### src/rtl/display_serial_rx.sv
// Receives the 3-wire 7-segment serial stream (data, shift clock, latch).
// Each frame is deserialised and committed as a parallel word, with framing errors flagged.
module display_serial_rx #(
  parameter int FRAME_BITS            = 48,
  parameter int SYS_CLK_HZ            = 50_000_000,
  parameter int SHIFT_CLK_HZ          = 1_000_000,
  parameter int TIMEOUT_SHIFT_PERIODS = 16,
  localparam int CNT_W                = $clog2(FRAME_BITS + 2)
) (
  input  logic                  i_clk,
  input  logic                  i_reset_n,
  input  logic                  i_en,
  input  logic                  i_serial_data,
  input  logic                  i_serial_clk,
  input  logic                  i_serial_latch,
  output logic [FRAME_BITS-1:0] o_frame,
  output logic                  o_frame_stb,
  output logic [1:0]            o_err,
  output logic                  o_err_stb,
  output logic                  o_busy,
  output logic [CNT_W-1:0]      o_bit_count
);

  localparam int TO_CYCLES = (SYS_CLK_HZ / SHIFT_CLK_HZ) * TIMEOUT_SHIFT_PERIODS;
  localparam int TO_W      = $clog2(TO_CYCLES + 1);
  localparam logic [TO_W-1:0]  TO_LAST  = TO_W'(TO_CYCLES - 1);
  localparam logic [CNT_W-1:0] CNT_FULL = CNT_W'(FRAME_BITS);
  localparam logic [CNT_W-1:0] CNT_MAX  = CNT_W'(FRAME_BITS + 1);

  typedef enum logic {IDLE, SHIFT} state_t;

  state_t                state_reg, state_next;
  logic [1:0]            data_sync_reg;
  logic [2:0]            clk_sync_reg, latch_sync_reg;
  logic                  data_reg, clk_edge_reg, latch_edge_reg;
  logic [FRAME_BITS-1:0] sr_reg, sr_next, frame_reg, frame_next;
  logic [CNT_W-1:0]      cnt_reg, cnt_next;
  logic [TO_W-1:0]       to_reg, to_next;
  logic [1:0]            err_reg, err_next;
  logic                  frame_stb_reg, frame_stb_next, err_stb_reg, err_stb_next;

  // Synchronisers and edge detectors run regardless of i_en so re-enabling never sees a false edge.
  always_ff @(posedge i_clk or negedge i_reset_n) begin
    if (!i_reset_n) begin
      data_sync_reg  <= '0;
      clk_sync_reg   <= '0;
      latch_sync_reg <= '0;
      data_reg       <= 1'b0;
      clk_edge_reg   <= 1'b0;
      latch_edge_reg <= 1'b0;
    end else begin
      data_sync_reg  <= {data_sync_reg[0], i_serial_data};
      clk_sync_reg   <= {clk_sync_reg[1:0], i_serial_clk};
      latch_sync_reg <= {latch_sync_reg[1:0], i_serial_latch};
      data_reg       <= data_sync_reg[1];
      clk_edge_reg   <= clk_sync_reg[1] & ~clk_sync_reg[2];
      latch_edge_reg <= latch_sync_reg[1] & ~latch_sync_reg[2];
    end
  end

  always_ff @(posedge i_clk or negedge i_reset_n) begin
    if (!i_reset_n) begin
      state_reg     <= IDLE;
      sr_reg        <= '0;
      frame_reg     <= '0;
      cnt_reg       <= '0;
      to_reg        <= '0;
      err_reg       <= '0;
      frame_stb_reg <= 1'b0;
      err_stb_reg   <= 1'b0;
    end else begin
      state_reg     <= state_next;
      sr_reg        <= sr_next;
      frame_reg     <= frame_next;
      cnt_reg       <= cnt_next;
      to_reg        <= to_next;
      err_reg       <= err_next;
      frame_stb_reg <= frame_stb_next;
      err_stb_reg   <= err_stb_next;
    end
  end

  always_comb begin
    state_next     = state_reg;
    sr_next        = sr_reg;
    frame_next     = frame_reg;
    cnt_next       = cnt_reg;
    to_next        = to_reg;
    err_next       = err_reg;
    frame_stb_next = 1'b0;
    err_stb_next   = 1'b0;
    if (i_en) begin
      if (clk_edge_reg) begin
        sr_next    = {sr_reg[FRAME_BITS-2:0], data_reg};
        to_next    = '0;
        state_next = SHIFT;
        if (state_reg == IDLE)
          cnt_next = CNT_W'(1);
        else if (cnt_reg != CNT_MAX)
          cnt_next = cnt_reg + CNT_W'(1);
      end else if (state_reg == SHIFT) begin
        if (to_reg == TO_LAST) begin
          err_next     = 2'd3;
          err_stb_next = 1'b1;
          cnt_next     = '0;
          to_next      = '0;
          state_next   = IDLE;
        end else begin
          to_next = to_reg + TO_W'(1);
        end
      end
      // Latch is judged on the post-shift count so a coincident final clock edge still counts.
      if (latch_edge_reg && state_next == SHIFT) begin
        if (cnt_next == CNT_FULL) begin
          frame_next     = sr_next;
          err_next       = 2'd0;
          frame_stb_next = 1'b1;
        end else begin
          err_next     = (cnt_next < CNT_FULL) ? 2'd1 : 2'd2;
          err_stb_next = 1'b1;
        end
        cnt_next   = '0;
        to_next    = '0;
        state_next = IDLE;
      end
    end
  end

  assign o_frame     = frame_reg;
  assign o_frame_stb = frame_stb_reg;
  assign o_err       = err_reg;
  assign o_err_stb   = err_stb_reg;
  assign o_busy      = (state_reg == SHIFT);
  assign o_bit_count = cnt_reg;

endmodule

### config.mk
export PLATFORM = sky130hd
export DESIGN_NAME = display_serial_rx
export DESIGN_NICKNAME = d
export VERILOG_FILES = /design/src/rtl/display_serial_rx.sv
export SDC_FILE = /design/constraint.sdc
export NUM_CORES = 1
export LEC_CHECK = 0
export ABC_AREA = 1
export ABC_CLOCK_PERIOD_IN_PS = 2800
export BUFFER_PORTS_ARGS = -buffer_cell sky130_fd_sc_hd__buf_4
export CAP_MARGIN = 0
export CORE_MARGIN = 3
export CORE_UTILIZATION = 48
export DETAILED_ROUTE_END_ITERATION = 6
export PLACE_DENSITY = 0.74
export SYNTH_ARGS = -nofsm -noshare
export SYNTH_HDL_FRONTEND = slang
export SYNTH_SLANG_ARGS = --single-unit
### constraint.sdc
create_clock -name i_clk -period 2.8 [get_ports i_clk]
set_input_delay 0.84 -clock i_clk [delete_from_list [all_inputs] [get_ports i_clk]]
set_output_delay 0.84 -clock i_clk [all_outputs]
set_load 0.005 [all_outputs]
==> results of run 1 <==
## layout make-up
class,instances,area share
Sequential cell,128,0.461
Multi-Input combinational cell,467,0.305
Timing Repair Buffer,73,0.0825
Clock buffer,27,0.0738
Inverter,76,0.0411
Tap cell,143,0.0258
Clock inverter,5,0.0108
## worst max-delay path, stage by stage, from the launching register on
cell and delay [ps]:
dfrtp_1 460, ha_1 220, nand3_1 110, xor2_1 170, nor2_1 180, a21oi_2 70, nor2_2 160, and2_2 300
nand2_4 340, nand2_1 180, nand2_1 70
## final timing paths
kind	startpoint	to	slack, ps	depth (start not counted)
hold reg to reg	data_sync_reg[1]	data_reg	350	0
max in group asynchronous	i_reset_n	clk_edge_reg	1680	2
setup / recovery	o_bit_count[0]	o_frame[24]	410	10
hold / removal	data_sync_reg[1]	data_reg	350	0
setup reg to reg	o_bit_count[0]	o_frame[24]	410	10
min in group asynchronous	i_reset_n	o_frame[15]	460	1
## metal layers
metal,GRT usage,vias up
li1,-,2351
met1,0.250,2163
met2,0.321,112
met3,0.0539,21
met4,0.0889,0
met5,0,-
## through the flow
| step | hold slack, ps | util | setup slack [ps] |
|---|---|---|---|
| floorplan | 331 | - | 853 |
| global placement | 333 | 0.548 | 589 |
| detailed placement | 341 | 0.548 | 438 |
| CTS | 354 | 0.598 | 418 |
| global route | 362 | 0.598 | 208 |
| finish | 349 | 0.598 | 414 |
## cells by family after synthesis
group	after synthesis	share of synthesized area
flops	128	0.550
simple gates	342	0.245
compound gates	114	0.0999
xor+xnor	8	0.0120
buf+inv	115	0.0866
fa+ha+maj	3	0.00645
## cells in the final DEF (no fill, tap or decap), types with 7 or more instances in the layout
master,instances
buf_4,71
inv_1,72
nand2_1,238
nand3_1,58
dfrtp_1,127
o21ai_0,102
nor2_1,29
nor2_2,7
xor2_1,7
clkbuf_16,17
## report_power, final
part           switching [W]  leakage [nW]  internal, W
logic               0.000390          1.51     0.000192
clock network       0.000751         0.291      0.00142
registers           0.000116          1.71      0.00203
total                0.00126          3.52      0.00364
==> flow_summary.yaml, run 1 <==
global_routing:
  grt_max_degree: 104
  grt_pass1_wl_mm: 21.0
  grt_usage: 0.198
  globalRoute.totalOverflow: 0
  grt_pass1_vias: 4681
  antenna_found_initial: 0
timing:
  drv_slew: 0
  max_clock_freq_ghz: 0.419
  setup_tns_ps: 0
  finalHoldViolCount: 0
  min_period_ps: 2390
  skew_ps: 6.23
  slew-limit-headroom: 0.440
  finalSetupViolations: 0
  rsz0062_at_grt: "false"
  post-route-period-util: 0.852
  tightest_slew_ps: 839
detailed_routing:
  vias_per_cell: 5.06
  first_pass_iters: 5
  wl_met1_mm: 5.35
  vias: 4647
  highest_layer: "met4"
  route.detailed.wl_per_inst_um: 13.1
  wl_met2_mm: 5.88
  drt_iter0_markers: 329
  met3_length_um: 630
  ant_nets: 0
  drc_errors: 0
  routed_wl_mm: 12.1
synth:
  yosysSeqAreaShare: 0.550
  syn_avg_cell_area_um2: 8.20
  yosys.area.top_type_share: 0.550
  synth_top_area_cell: "dfrtp_1"
  synth_cell_types: 31
  yosysWarningCount: 0
  syn_nets: 719
  ys_ff_latch: 128
  yosys_most_used_dff: "dfrtp_1"
  ys_top_cells_by_count: "238 x nand2_1, 128 x dfrtp_1, 102 x o21ai_0"
  netlist_area_um2: 5820
  yosysMostFrequentCell: "nand2_1"
  synthTopCellsByArea: "dfrtp_1 55%, nand2_1 15%, o21ai_0 8.8%"
  synthArstFlopShare: 1.00
  netlist_instances: 710
  synth_edf_count: 0
placed_design:
  place_inst: 887
  dp_hpwl_mm: 7.90
  dpl-instance-area_um2: 6360
  place_congestion: 0.881
  io_buffers: 64
critical_path:
  cp-end-kind: "flop"
  path_class: "reg2reg"
  cp_max_fo: 49
  startpoint_type: "flop"
  cp.required_ps: 3100
  cp.arrival_ps: 2680
clock_tree:
  clk_path_buf_depth: 2
  clk_pin_slew_ps: 50
  cts_setup_buffers: 0
  cts_root_buf: "clkbuf_16"
  htreeDepth: 4
  cts_hold_buf: 0
  cts_tree: "yes"
  cts.sinks: 128
  cts_buffers: 17
  ctsResizeCount: 0
  worstSkewPairLatency_ps: 410
layout:
  stdcell_area_um2: 6950
  seqCellArea_um2: 3200
  multi_input_area_um2: 2120
  final_layout_size_suffix_gt1_frac: 0.153
  nFillCells: 1056
  nets: 772
  final_cells: 919
  syn_to_final_growth_pct: 19.3
  diodes: 0
die:
  die_w_um: 116
  pin_count: 65
  dieArea_um2: 13500
  core_um2: 11600
  start_util: 0.501
  num_rows: 39
  die_h_um: 116
power_and_ir_drop:
  ir_drop_uv: 298
  p_total_w: 0.00490
  power.leakage_nw: 3.52
  power.density_nw_per_um2: 705
outcome:
  outcome: "complete, no violations"
hold_path:
  hp-class: "reg2reg"
run:
  cap_violations: 0
Power figures use the tool's default switching activity.
==> run 2: changes to the inputs <==
- ABC_CLOCK_PERIOD_IN_PS: 2800 -> 2600
- clock period: 2.8 -> 2.6 ns (I/O delays scaled with it)
==> run 2 against run 1 <==
Sequential power up 8%. Hold slack worse by 14 ps. First-iteration DRC count up 2.1%. Cell area up 1.2%. Die area unchanged. Worst setup slack worse by 59 ps. Core utilization up 0.72 points.
==> flow_summary.yaml, run 2 (synthesis results as in run 1) <==
detailed_routing:
  first_pass_iters: 5
  route.detailed.wl_per_inst_um: 12.9
  drc_errors: 0
  vias: 4653
  vias_per_cell: 5.06
  ant_nets: 0
  routed_wl_mm: 11.8
  drt_iter0_markers: 336
global_routing:
  grt_usage: 0.191
  grt_max_degree: 104
  antenna_found_initial: 0
  grt_pass1_vias: 4394
  globalRoute.totalOverflow: 0
  grt_pass1_wl_mm: 20.2
power_and_ir_drop:
  p_seq_frac: 0.410
  intPower_w: 0.00421
  power.density_nw_per_um2: 800
  ir_drop_uv: 435
  power.leakage_nw: 3.54
  clkPwrFrac: 0.480
  p_sw_frac: 0.252
  pwr-share-comb: 0.110
  power.switching_w: 0.00142
clock_tree:
  cts_tree: "yes"
  cts_buffers: 17
  htreeDepth: 4
  cts_root_buf: "clkbuf_16"
  clk_path_buf_depth: 2
  clk_pin_slew_ps: 60
  cts_hold_buf: 0
  cts_setup_buffers: 0
  worstSkewPairLatency_ps: 420
  cts.sinks: 128
  ctsResizeCount: 0
timing:
  max_clock_freq_ghz: 0.446
  worst_slack_ps: 356
  holdWs_ps: 335
  min_period_ps: 2240
  slew-limit-headroom: 0.437
  tightest_slew_ps: 845
  post-route-period-util: 0.863
  finalSetupViolations: 0
  drv_slew: 0
  finalHoldViolCount: 0
  setup_tns_ps: 0
  skew_ps: 8.78
  rsz0062_at_grt: "false"
critical_path:
  cp_max_fo: 49
  cp-end-kind: "flop"
  cp.arrival_ps: 2540
  cp.required_ps: 2890
  path_class: "reg2reg"
  startpoint_type: "flop"
die:
  pin_count: 65
  die_w_um: 116
  num_rows: 39
  start_util: 0.501
  die_h_um: 116
  core_um2: 11600
  dieArea_um2: 13500
layout:
  nets: 773
  final_cell_mix: "238 x nand2_1, 127 x dfrtp_1, 102 x o21ai_0"
  final_cells: 920
  final_common_cell: "nand2_1"
  diodes: 0
  syn_to_final_growth_pct: 20.7
  final_util: 0.605
  final_layout_size_suffix_gt1_frac: 0.161
run:
  cap_violations: 0
outcome:
  outcome: "complete, no violations"
placed_design:
  io_buffers: 64
  dp_hpwl_mm: 7.64
  pre_cts_ws_ps: 373
  place_congestion: 0.842
  place_inst: 888
hold_path:
  hp-class: "in2async"
run 2: changes by cell type in the layout (fill, tap and decap cells not counted), sizes merged:
cell | before | now
clkinvlp | 0 | 4
buf | 73 | 74
clkbuf | 27 | 18
clkinv | 4 | 5
bufinv | 2 | 6
run 2: area by class of cell:
class	instances	area, µm²
clock buffer	18	439
clock inverter	14	238
fill	970	4580
inverter	76	285
multi-input combinational	467	2120
sequential	128	3200
tap	143	179
timing repair buffer	74	568
run 2: final timing paths:
path	slack, ps	cells after the start	from	to
worst min-delay path	330	1	i_reset_n	o_frame[16]
worst max-delay path	360	12	to_reg[0]	o_frame[6]
max in group asynchronous	1600	2	i_reset_n	o_frame[34]
min in group i_clk	350	0	data_sync_reg[1]	data_reg
worst min register to register	350	0	data_sync_reg[1]	data_reg
worst max register to register	360	12	to_reg[0]	o_frame[6]
run 2: stage by stage:
stage	instance area (µm²)	power [W]
after global placement	6350	0.00292
final	7030	0.00563
after CTS	7030	0.00568
after floorplan	5820	0.00275
after detailed placement	6350	0.00296
after global routing	7030	0.00588
run 2: critical path, stage by stage, from the launching register on:
cell and delay (ps):
dfrtp_1 390, ha_1 180, inv_1 70, nor2_4 170, nand4_4 170, nor2_1 190
nor2_1 100, nor2_2 110, nand2_1 100, inv_2 100, nand2_4 290, nand2_1 160
nand2_1 70
run 2: metal layers:
layer | wire, µm | vias up | part of all wire | global-route usage
met5 | 0 | - | 0 | 0
met4 | 159 | 0 | 0.013 | 0.0812
met3 | 523 | 15 | 0.044 | 0.0440
met2 | 5770 | 107 | 0.49 | 0.314
met1 | 5370 | 2183 | 0.45 | 0.245
li1 | - | 2348 | - | -
run 2: power groups by stage:
stage | clock network, W | logic (W) | registers (W)
after global placement | 0 | 0.000591 | 0.00233
after detailed placement | 0 | 0.000618 | 0.00234
final | 0.00270 | 0.000618 | 0.00231
after global routing | 0.00283 | 0.000726 | 0.00233
after floorplan | 0 | 0.000448 | 0.00231
after CTS | 0.00274 | 0.000626 | 0.00231
